<file path="config.mk">
export PLATFORM = sky130hd
export DESIGN_NAME = qspi0_pad_arbiter
export DESIGN_NICKNAME = d
export VERILOG_FILES = /design/src/rtl/qspi0_pad_arbiter.sv
export SDC_FILE = /design/constraint.sdc
export NUM_CORES = 1
export LEC_CHECK = 0
export ABC_AREA = 1
export CORE_ASPECT_RATIO = 0.8
export CORE_MARGIN = 2
export CORE_UTILIZATION = 60
export CTS_CLUSTER_SIZE = 25
export DETAILED_ROUTE_END_ITERATION = 6
export DONT_BUFFER_PORTS = 1
export GPL_TIMING_DRIVEN = 0
export MAX_ROUTING_LAYER = met4
export PLACE_DENSITY = 0.76
export SLEW_MARGIN = 40
export SYNTH_ARGS = -nofsm -noshare
export SYNTH_HDL_FRONTEND = slang
export SYNTH_SLANG_ARGS = --single-unit
</file>
<file path="constraint.sdc">
create_clock -name hfextclk -period 4.5 [get_ports hfextclk]
set_clock_uncertainty 0.2 [all_clocks]
set_input_delay 0.9 -clock hfextclk [delete_from_list [all_inputs] [get_ports hfextclk]]
set_output_delay 0.9 -clock hfextclk [all_outputs]
set_load 0.005 [all_outputs]
</file>
<file path="src/rtl/qspi0_pad_arbiter.sv">
// Two-master arbiter for the shared qspi0 flash pads (cs, sck, dq[3:0]).
// Round-robin req/gnt ownership with an idle guard gap between owners.
module qspi0_pad_arbiter #(
  parameter int unsigned GUARD_CYC = 4,
  parameter int unsigned MAX_HOLD  = 4096,
  parameter logic        SCK_IDLE  = 1'b0
) (
  input  logic       hfextclk,
  input  logic       globalrst,
  input  logic       m0_req,
  output logic       m0_gnt,
  input  logic       m0_cs_n,
  input  logic       m0_sck,
  input  logic [3:0] m0_dq_o,
  input  logic [3:0] m0_dq_oe,
  input  logic       m1_req,
  output logic       m1_gnt,
  input  logic       m1_cs_n,
  input  logic       m1_sck,
  input  logic [3:0] m1_dq_o,
  input  logic [3:0] m1_dq_oe,
  output logic       pad_cs_n,
  output logic       pad_sck,
  output logic [3:0] pad_dq_o,
  output logic [3:0] pad_dq_oe,
  input  logic [3:0] pad_dq_i,
  output logic       busy,
  output logic       hold_viol
);

  localparam int unsigned GuardW = $clog2(GUARD_CYC + 1);
  localparam int unsigned HoldW  = 13;
  localparam logic [HoldW-1:0] HoldSat = '1;

  typedef enum logic [1:0] {StIdle, StOwn0, StOwn1, StGuard} state_e;

  state_e            state_q, state_d;
  logic              last_q, last_d;  // 1: M1 owned last
  logic [GuardW-1:0] guard_cnt_q, guard_cnt_d;
  logic [HoldW-1:0]  hold_cnt_q, hold_cnt_d;
  logic              hold_viol_q, hold_viol_d;
  logic              m0_gnt_q, m1_gnt_q;
  logic              other_waiting;

  // Read data is fanned out to both masters outside this block.
  logic unused_pad_dq_i;
  assign unused_pad_dq_i = ^pad_dq_i;

  always_ff @(posedge hfextclk or posedge globalrst) begin
    if (globalrst) begin
      state_q     <= StIdle;
      last_q      <= 1'b1;
      guard_cnt_q <= '0;
      hold_cnt_q  <= '0;
      hold_viol_q <= 1'b0;
      m0_gnt_q    <= 1'b0;
      m1_gnt_q    <= 1'b0;
    end else begin
      state_q     <= state_d;
      last_q      <= last_d;
      guard_cnt_q <= guard_cnt_d;
      hold_cnt_q  <= hold_cnt_d;
      hold_viol_q <= hold_viol_d;
      m0_gnt_q    <= (state_d == StOwn0);
      m1_gnt_q    <= (state_d == StOwn1);
    end
  end

  always_comb begin
    state_d     = state_q;
    last_d      = last_q;
    guard_cnt_d = guard_cnt_q;
    unique case (state_q)
      StIdle: begin
        if (m0_req && (!m1_req || last_q)) begin
          state_d = StOwn0;
        end else if (m1_req) begin
          state_d = StOwn1;
        end
      end
      StOwn0: begin
        // Owner keeps the bus until its chip select is back high.
        if (!m0_req && m0_cs_n) begin
          state_d     = StGuard;
          last_d      = 1'b0;
          guard_cnt_d = GuardW'(GUARD_CYC);
        end
      end
      StOwn1: begin
        if (!m1_req && m1_cs_n) begin
          state_d     = StGuard;
          last_d      = 1'b1;
          guard_cnt_d = GuardW'(GUARD_CYC);
        end
      end
      StGuard: begin
        if (guard_cnt_q != '0) begin
          guard_cnt_d = guard_cnt_q - GuardW'(1);
        end
        if (guard_cnt_q <= GuardW'(1)) begin
          state_d = StIdle;
        end
      end
      default: state_d = StIdle;
    endcase
  end

  assign other_waiting = ((state_q == StOwn0) && m1_req) || ((state_q == StOwn1) && m0_req);

  always_comb begin
    hold_cnt_d = hold_cnt_q;
    if ((state_q == StIdle) && (state_d != StIdle)) begin
      hold_cnt_d = '0;
    end else if (other_waiting && (hold_cnt_q != HoldSat)) begin
      hold_cnt_d = hold_cnt_q + HoldW'(1);
    end
    // Fires only on the increment that lands on the limit, so a stalled count cannot re-pulse.
    hold_viol_d = (32'(hold_cnt_d) == MAX_HOLD) && (hold_cnt_d != hold_cnt_q);
  end

  always_comb begin
    pad_cs_n  = 1'b1;
    pad_sck   = SCK_IDLE;
    pad_dq_o  = '0;
    pad_dq_oe = '0;
    unique case (state_q)
      StOwn0: begin
        pad_cs_n  = m0_cs_n;
        pad_sck   = m0_sck;
        pad_dq_o  = m0_dq_o;
        pad_dq_oe = m0_dq_oe;
      end
      StOwn1: begin
        pad_cs_n  = m1_cs_n;
        pad_sck   = m1_sck;
        pad_dq_o  = m1_dq_o;
        pad_dq_oe = m1_dq_oe;
      end
      default: ;
    endcase
  end

  assign m0_gnt    = m0_gnt_q;
  assign m1_gnt    = m1_gnt_q;
  assign busy      = (state_q != StIdle);
  assign hold_viol = hold_viol_q;

endmodule

</file>
==> summary.txt, run 1 <==
Min path
  – Hold Startpoint: guard_cnt_q[2]
  – Worst min path class: flop to flop

STA
  – Pins Over Slew Limit: 0
  – Final setup viols: 0
  – Rel. slew slack: 0.703
  – Unrepaired setup endpoints after global routing: false
  – Final worst path period need: 2.86 ns
  – Tightest Pin Transition: 0.445 ns
  – Final TNS setup: 0 ns
  – Final Cycle Share: 0.635
  – Fmax: 0.350 GHz
  – Fin. Hold Viols: 0

Placed design
  – DP HPWL: 3.08 mm
  – RD Place Congestion: 0.895
  – IO buf count: 0

Outcome
  – Status: finished, final reports clean

Die
  – Initial Util: 0.648
  – Die X-Extent: 65.8 µm
  – Chip height: 53.4 µm
  – FP Rows: 17
  – Die Area: 3510 µm²
  – Area of the core: 2830 µm²
  – Io pins: 42

Global routing
  – Largest net degree at the start of global routing: 23
  – Met3 Track Usage GR: 0.0553
  – Tot GR Track Use: 0.251
  – Initial antenna violation count: 0
  – First-pass GRT wire length: 6.63 mm
  – Vias in the first global route: 1487
  – Busiest grt layer: met2
  – Gr ovfl total: 0
  – GR met1 Demand/Resource: 0.355
  – Met2 usage: 0.380

Yosys
  – Seq/Total Area, Yosys: 0.301
  – Post-synthesis register bit count: 22
  – Mapped Cells: 284
  – EDFF count, synth: 0
  – Async S/R FF share, synth: 1.00
  – Post-Syn Area: 1830 µm²
  – Post-Syn Nets: 321
  – Ys flop type: dfrtp_1
  – Avg Cell Area, Syn: 6.45 µm²
  – Total of warnings raised by yosys: 0
  – Yosys cell types: 29

Flow run
  – Max-cap violation count: 0

Pwr
  – LEAKAGE: 1.07 nW
  – Total power: 0.00109 W
  – Max VDD drop: 0.000355 V
  – Pwr dens: 561 nW/µm²

Clocking
  – Clk buf depth: 2
  – CTS buffer count: 3
  – Clock slew at reported path FFs: 0.08 ns
  – Clk_lat worst skew: 0.26 ns
  – Post-CTS resize count: 0
  – TritonCTS clock tree: yes
  – CTS root buffer: clkbuf_8
  – CTS sink cnt: 22
  – H-tree depth: 1
  – Hold-fix buffers, CTS: 0
  – Setup bufs post-CTS: 0

Worst setup path
  – CP max FO: 10
  – Endpoint class of the critical path: output pin
  – Setup CP Type: flop to output pin
  – CP Data Arrival Time: 1.76 ns
  – Setup crit start: state_q[0]
  – Worst R2R Start: state_q[0]
  – Critical Path RT: 3.40 ns
  – CP startpoint kind: flop

Drt
  – Vias per Instance: 5.16
  – Post-route ant nets: 0
  – DRC: 0
  – DRT Pass-1 Iters: 4
  – Vias after detailed routing: 1682
  – WL/cell: 11.8 µm
  – Drt total wl: 3.86 mm
  – Initial drt markers: 66

Layout
  – Most frequent cells in the layout: 115 x nand2_1, 37 x inv_1, 24 x nand3_1, 21 x dfrtp_1, 20 x nor2_1
  – Final nets: 326
  – Share of layout cells above drive strength 1: 0.0833
  – Commonest non-fill, non-tap cell in the layout: nand2_1
  – # diodes: 0
  – Area growth, synth to finish: 5.60%
[metal layers]
metal	vias to the layer above	routed length (µm)
met4	0	14
met1	735	2030
met5	-	0
met2	54	1560
met3	4	254
li1	889	-
[worst paths after layout]
| path | to | slack (ns) | cells after the start |
|---|---|---|---|
| max | pad_dq_o[1] | 1.64 | 5 |
| min | guard_cnt_q[2] | 0.31 | 2 |
| max reg2reg | hold_viol | 2.09 | 13 |
| min reg2reg | guard_cnt_q[2] | 0.31 | 2 |
| max in group asynchronous | last_q | 3.44 | 1 |
| min in group asynchronous | hold_cnt_q[0] | 0.32 | 1 |
[stage by stage]
stage | instance area [µm²] | setup WS, ns | instances | utilization | hold WS (ns)
4_1_cts | 1930 | 1.64 | 326 | 0.684 | 0.314
6_report | 1930 | 1.64 | 326 | 0.684 | 0.313
3_3_place_gp | 1880 | 1.87 | 322 | 0.664 | 0.302
5_1_grt | 1930 | 1.47 | 326 | 0.684 | 0.347
3_5_place_dp | 1880 | 1.89 | 322 | 0.664 | 0.294
2_1_floorplan | 1830 | 2.13 | 284 | - | 0.273
[kinds of logic after synthesis]
| kind of cell | Yosys count | share of synthesized area |
|---|---|---|
| flip-flops | 22 | 0.301 |
| buffers and inverters | 47 | 0.105 |
| adder cells (fa/ha/maj) | 9 | 0.0615 |
| XOR/XNOR | 7 | 0.0335 |
| AND/OR/NAND/NOR | 177 | 0.422 |
| AO/OA/AOI/OAI | 22 | 0.0765 |
[worst max-delay path, cell delays in order (launching register included)]
cell and delay [ns]:
dfrtp_1 0.43, inv_1 0.16, ha_1 0.28, clkbuf_1 0.35
nand2_1 0.10, a21oi_1 0.19
[area by class of cell]
class / instances / area, µm²
Fill cell: 256 / 895
Inverter: 41 / 154
Sequential cell: 22 / 552
Multi-Input combinational cell: 215 / 1090
Clock buffer: 4 / 55.1
Tap cell: 38 / 47.5
Buffer: 6 / 38.8
[report_power, final]
| group | switching [W] | total (W) | internal, W |
|---|---|---|---|
| sequential | 0.0000484 | 0.000297 | 0.000248 |
| combinational | 0.000434 | 0.000651 | 0.000217 |
| clock | 0.0000596 | 0.000138 | 0.0000779 |
[sequential cells by signal, summed over array words and instances (netlist names)]
register / flops
state_q: 2
guard_cnt_q: 3
m0_gnt: 1
hold_viol: 1
m1_gnt: 1
hold_cnt_q: 13
last_q: 1
[synthesized netlist by cell type, types with 2 or more instances]
| cell | count | area share |
|---|---|---|
| o21ai_0 | 5 | 0.014 |
| nand2_1 | 115 | 0.24 |
| nor2_1 | 20 | 0.041 |
| xor2_1 | 6 | 0.029 |
| nand4_1 | 5 | 0.017 |
| ha_1 | 9 | 0.061 |
| a21oi_1 | 10 | 0.027 |
| inv_1 | 38 | 0.078 |
| dfrtp_1 | 21 | 0.29 |
| clkbuf_1 | 3 | 0.0061 |
| nor2_4 | 3 | 0.018 |
| buf_6 | 2 | 0.012 |
| nor3_1 | 2 | 0.0055 |
| inv_2 | 3 | 0.0061 |
| nand3_1 | 24 | 0.066 |
| nand2_2 | 5 | 0.017 |
(Power assumes the default switching activity.)
==> run 2, diff against run 1 <==
--- a/config.mk
+++ b/config.mk
@@ -8,13 +8,13 @@
 export ABC_AREA = 1
 export CORE_ASPECT_RATIO = 0.8
 export CORE_MARGIN = 2
-export CORE_UTILIZATION = 60
+export CORE_UTILIZATION = 57
 export CTS_CLUSTER_SIZE = 25
 export DETAILED_ROUTE_END_ITERATION = 6
 export DONT_BUFFER_PORTS = 1
 export GPL_TIMING_DRIVEN = 0
 export MAX_ROUTING_LAYER = met4
-export PLACE_DENSITY = 0.76
+export PLACE_DENSITY = 0.75
 export SLEW_MARGIN = 40
 export SYNTH_ARGS = -nofsm -noshare
 export SYNTH_HDL_FRONTEND = slang
==> constraint.sdc (replaced) <==
create_clock -name hfextclk -period 2.5 [get_ports hfextclk]
set_clock_uncertainty 0.2 [all_clocks]
set_input_delay 0.5 -clock hfextclk [delete_from_list [all_inputs] [get_ports hfextclk]]
set_output_delay 0.5 -clock hfextclk [all_outputs]
set_load 0.005 [all_outputs]
==> run 2 against run 1 <==
Compared with the run above:
- core utilization is 4.5 points lower
- setup slack got worse by 1.5 ns
- global-route usage increased by 0.41 points
- combinational power is 81% higher
- non-clock buffer count is 2 higher
- final area grew 1.8%
- largest cell class unchanged
==> summary.txt, run 2 (synthesized netlist as in run 1, its figures left out) <==
Pwr
  – NetSw: 0.000987 W (was 0.000542 W)
  – Pwr dens: 1010 nW/µm² (was 561 nW/µm²)
  – Switching power share of the total: 0.497 (was 0.499)
  – Combinational fraction of design power: 0.596 (was 0.600)
  – Internal Power: 0.000999 W (was 0.000544 W)
  – Max VDD drop: 0.000609 V (was 0.000355 V)
  – LEAKAGE: 1.07 nW (about the same)
  – Power share of the clock group: 0.131 (was 0.127)
  – Sequential fraction of design power: 0.273 (about the same)

Global routing
  – Largest net degree at the start of global routing: 23 (unchanged)
  – Vias in the first global route: 1536 (was 1487)
  – Tot GR Track Use: 0.255 (was 0.251)
  – Gr ovfl total: 0 (unchanged)
  – First-pass GRT wire length: 6.84 mm (was 6.63 mm)
  – Initial antenna violation count: 0 (unchanged)

Drt
  – DRT Pass-1 Iters: 5 (was 4)
  – Post-route ant nets: 0 (unchanged)
  – DRC: 0 (unchanged)
  – Drt total wl: 3.99 mm (was 3.86 mm)
  – Initial drt markers: 106 (was 66)
  – Vias per Instance: 5.26 (was 5.16)
  – WL/cell: 12.1 µm (was 11.8 µm)
  – Vias after detailed routing: 1737 (was 1682)

Clocking
  – CTS buffer count: 3 (unchanged)
  – Clk buf depth: 2 (unchanged)
  – Clk_lat worst skew: 0.27 ns (was 0.26 ns)
  – CTS sink cnt: 22 (unchanged)
  – TritonCTS clock tree: yes (unchanged)
  – H-tree depth: 1 (unchanged)
  – Clock slew at reported path FFs: 0.08 ns (about the same)
  – CTS root buffer: clkbuf_8 (unchanged)

Placed design
  – DP HPWL: 3.08 mm (unchanged)
  – RD Place Congestion: 0.903 (was 0.895)
  – Placed cells: 324 (was 322)
  – Post-Place Cell Area: 1880 µm² (about the same)
  – IO buf count: 0 (unchanged)

Min path
  – Worst min path class: flop to flop (unchanged)
  – Hold Startpoint: guard_cnt_q[2] (unchanged)
  – Hold Crit Depth: 2 (unchanged)

Worst setup path
  – Worst Path Buf+Inv: 3 (was 2)
  – Setup crit start: state_q[1] (was state_q[0])
  – CP startpoint kind: flop (unchanged)
  – Worst reg-to-reg setup slack: 0.15 ns (was 2.09 ns)
  – Worst R2R Start: state_q[1] (was state_q[0])
  – Reg2reg path depth: 12 (was 13)
  – Crit-path leading delay family: buffers and inverters (unchanged)
  – Critical path's largest stage delay: 0.45 ns (was 0.43 ns)
  – CP Cell Sequence: inv_1 > ha_1 > inv_1 > clkbuf_1 > a221o_1 (was inv_1 > ha_1 > clkbuf_1 > nand2_1 > a21oi_1)
  – Levels on crit path: 5 (unchanged)
  – Critical Path RT: 1.80 ns (was 3.40 ns)
  – Endpoint class of the critical path: output pin (unchanged)
  – CP max FO: 10 (unchanged)
  – Crit-path slowest cell: dfrtp_1 (unchanged)
  – CP Data Arrival Time: 1.70 ns (was 1.76 ns)
  – CP most frequent cell: inv_1
  – Setup CP Type: flop to output pin (unchanged)

Die
  – Io pins: 42 (unchanged)
  – Chip height: 54.7 µm (was 53.4 µm)
  – Initial Util: 0.594 (was 0.648)
  – Die X-Extent: 67.4 µm (was 65.8 µm)
  – Die Area: 3690 µm² (was 3510 µm²)
  – FP Rows: 18 (was 17)
  – Area of the core: 3090 µm² (was 2830 µm²)

Layout
  – Final nets: 328 (was 326)
  – Largest register FFs: 13 (unchanged)
  – Largest Register: hold_cnt_q (unchanged)
  – Most frequent cells in the layout: 115 x nand2_1, 36 x inv_1, 24 x nand3_1, 19 x nor2_1, 18 x dfrtp_1 (was 115 x nand2_1, 37 x inv_1, 24 x nand3_1, 21 x dfrtp_1, 20 x nor2_1)
  – Design area: 1970 µm² (was 1930 µm²)
  – Share of layout cells above drive strength 1: 0.117 (was 0.0833)
  – Area growth, synth to finish: 7.51% (was 5.60%)
  – Utilization after layout: 0.638 (was 0.684)
  – # diodes: 0 (unchanged)
  – Biggest regs: hold_cnt_q x13, guard_cnt_q x3, state_q x2 (unchanged)
  – Layout Cells excl Fill: 330 (was 326)
  – Commonest non-fill, non-tap cell in the layout: nand2_1 (unchanged)

STA
  – Final worst path period need: 2.40 ns
  – Unrepaired setup endpoints after global routing: true (was false)
  – Pins Over Slew Limit: 0 (unchanged)
  – Fmax: 0.416 GHz
  – Rel. slew slack: 0.687 (was 0.703)
  – Tightest Pin Transition: 0.469 ns (was 0.445 ns)
  – Final setup viols: 0 (unchanged)
  – Final Cycle Share: 0.962
  – Fin. Hold Viols: 0 (unchanged)
  – Final TNS setup: 0 ns (unchanged)

Outcome
  – Status: finished, final reports clean (unchanged)

Flow run
  – Max-cap violation count: 0 (unchanged)
==> run 2: cell count changes in the layout (fill, tap and decap cells not counted), moves of 3 or more <==
cell     previous run  this run
dfrtp_1            21        18
dfrtp_2             0         3
ha_2                0         3
ha_1                9         6
==> run 2: timing repair <==
action                                 in CTS  in global routing
setup buffers                               0                  1
setup endpoints to repair                   0                 11
resized for setup                           0                 10
endpoints found under the hold margin      21                  0
hold buffers                                1                  0
==> run 2: area by class of cell <==
class,count,area (µm²)
Buffer,6,40.0
Clock buffer,4,55.1
Fill cell,284,1120
Inverter,41,154
Multi-Input combinational cell,215,1100
Sequential cell,22,556
Tap cell,40,50.0
Timing Repair Buffer,2,17.5
==> run 2: power by group through the flow <==
| stage | combinational, W | sequential [W] | clock, W |
|---|---|---|---|
| after detailed placement | 0.00116 | 0.000535 | 0 |
| after floorplan | 0.000952 | 0.000513 | 0 |
| after global routing | 0.00135 | 0.000553 | 0.000281 |
| after global placement | 0.00114 | 0.000535 | 0 |
| after CTS | 0.00116 | 0.000530 | 0.000265 |
| final | 0.00118 | 0.000542 | 0.000261 |
==> run 2: per-layer routing <==
metal / share of wire / wire length (µm) / vias to the layer above / GRT usage
li1: - / - / 895 / -
met1: 0.52 / 2070 / 795 / 0.351
met2: 0.43 / 1720 / 45 / 0.403
met3: 0.048 / 193 / 2 / 0.0494
met4: 0.0040 / 16 / 0 / 0.0306
met5: 0 / 0 / - / -
==> run 2: final timing paths <==
check | end
setup / recovery | pad_cs_n
hold / removal | guard_cnt_q[2]
max in group asynchronous | last_q
setup reg to reg | hold_viol
hold reg to reg | guard_cnt_q[2]
min in group asynchronous | hold_cnt_q[0]
==> run 2: worst reg2reg max path: stages (launching register included) <==
cell,delay [ns]
dfrtp_1,0.45
inv_1,0.12
ha_1,0.25
nor2_1,0.10
nand3_1,0.08
nand2_1,0.12
nand2_2,0.11
nand2_2,0.16
buf_6,0.17
nand4_1,0.15
nor2_1,0.15
nand3_1,0.09
a21oi_1,0.13
==> run 2: metrics by stage <==
stage                     setup slack [ns]  power (W)  hold slack (ns)
after global routing               -0.0186    0.00219            0.340
after CTS                           0.0460    0.00196            0.316
after detailed placement             0.123    0.00169            0.235
final                               0.0952    0.00199            0.319
after floorplan                      0.440    0.00147            0.273
after global placement               0.121    0.00167            0.294
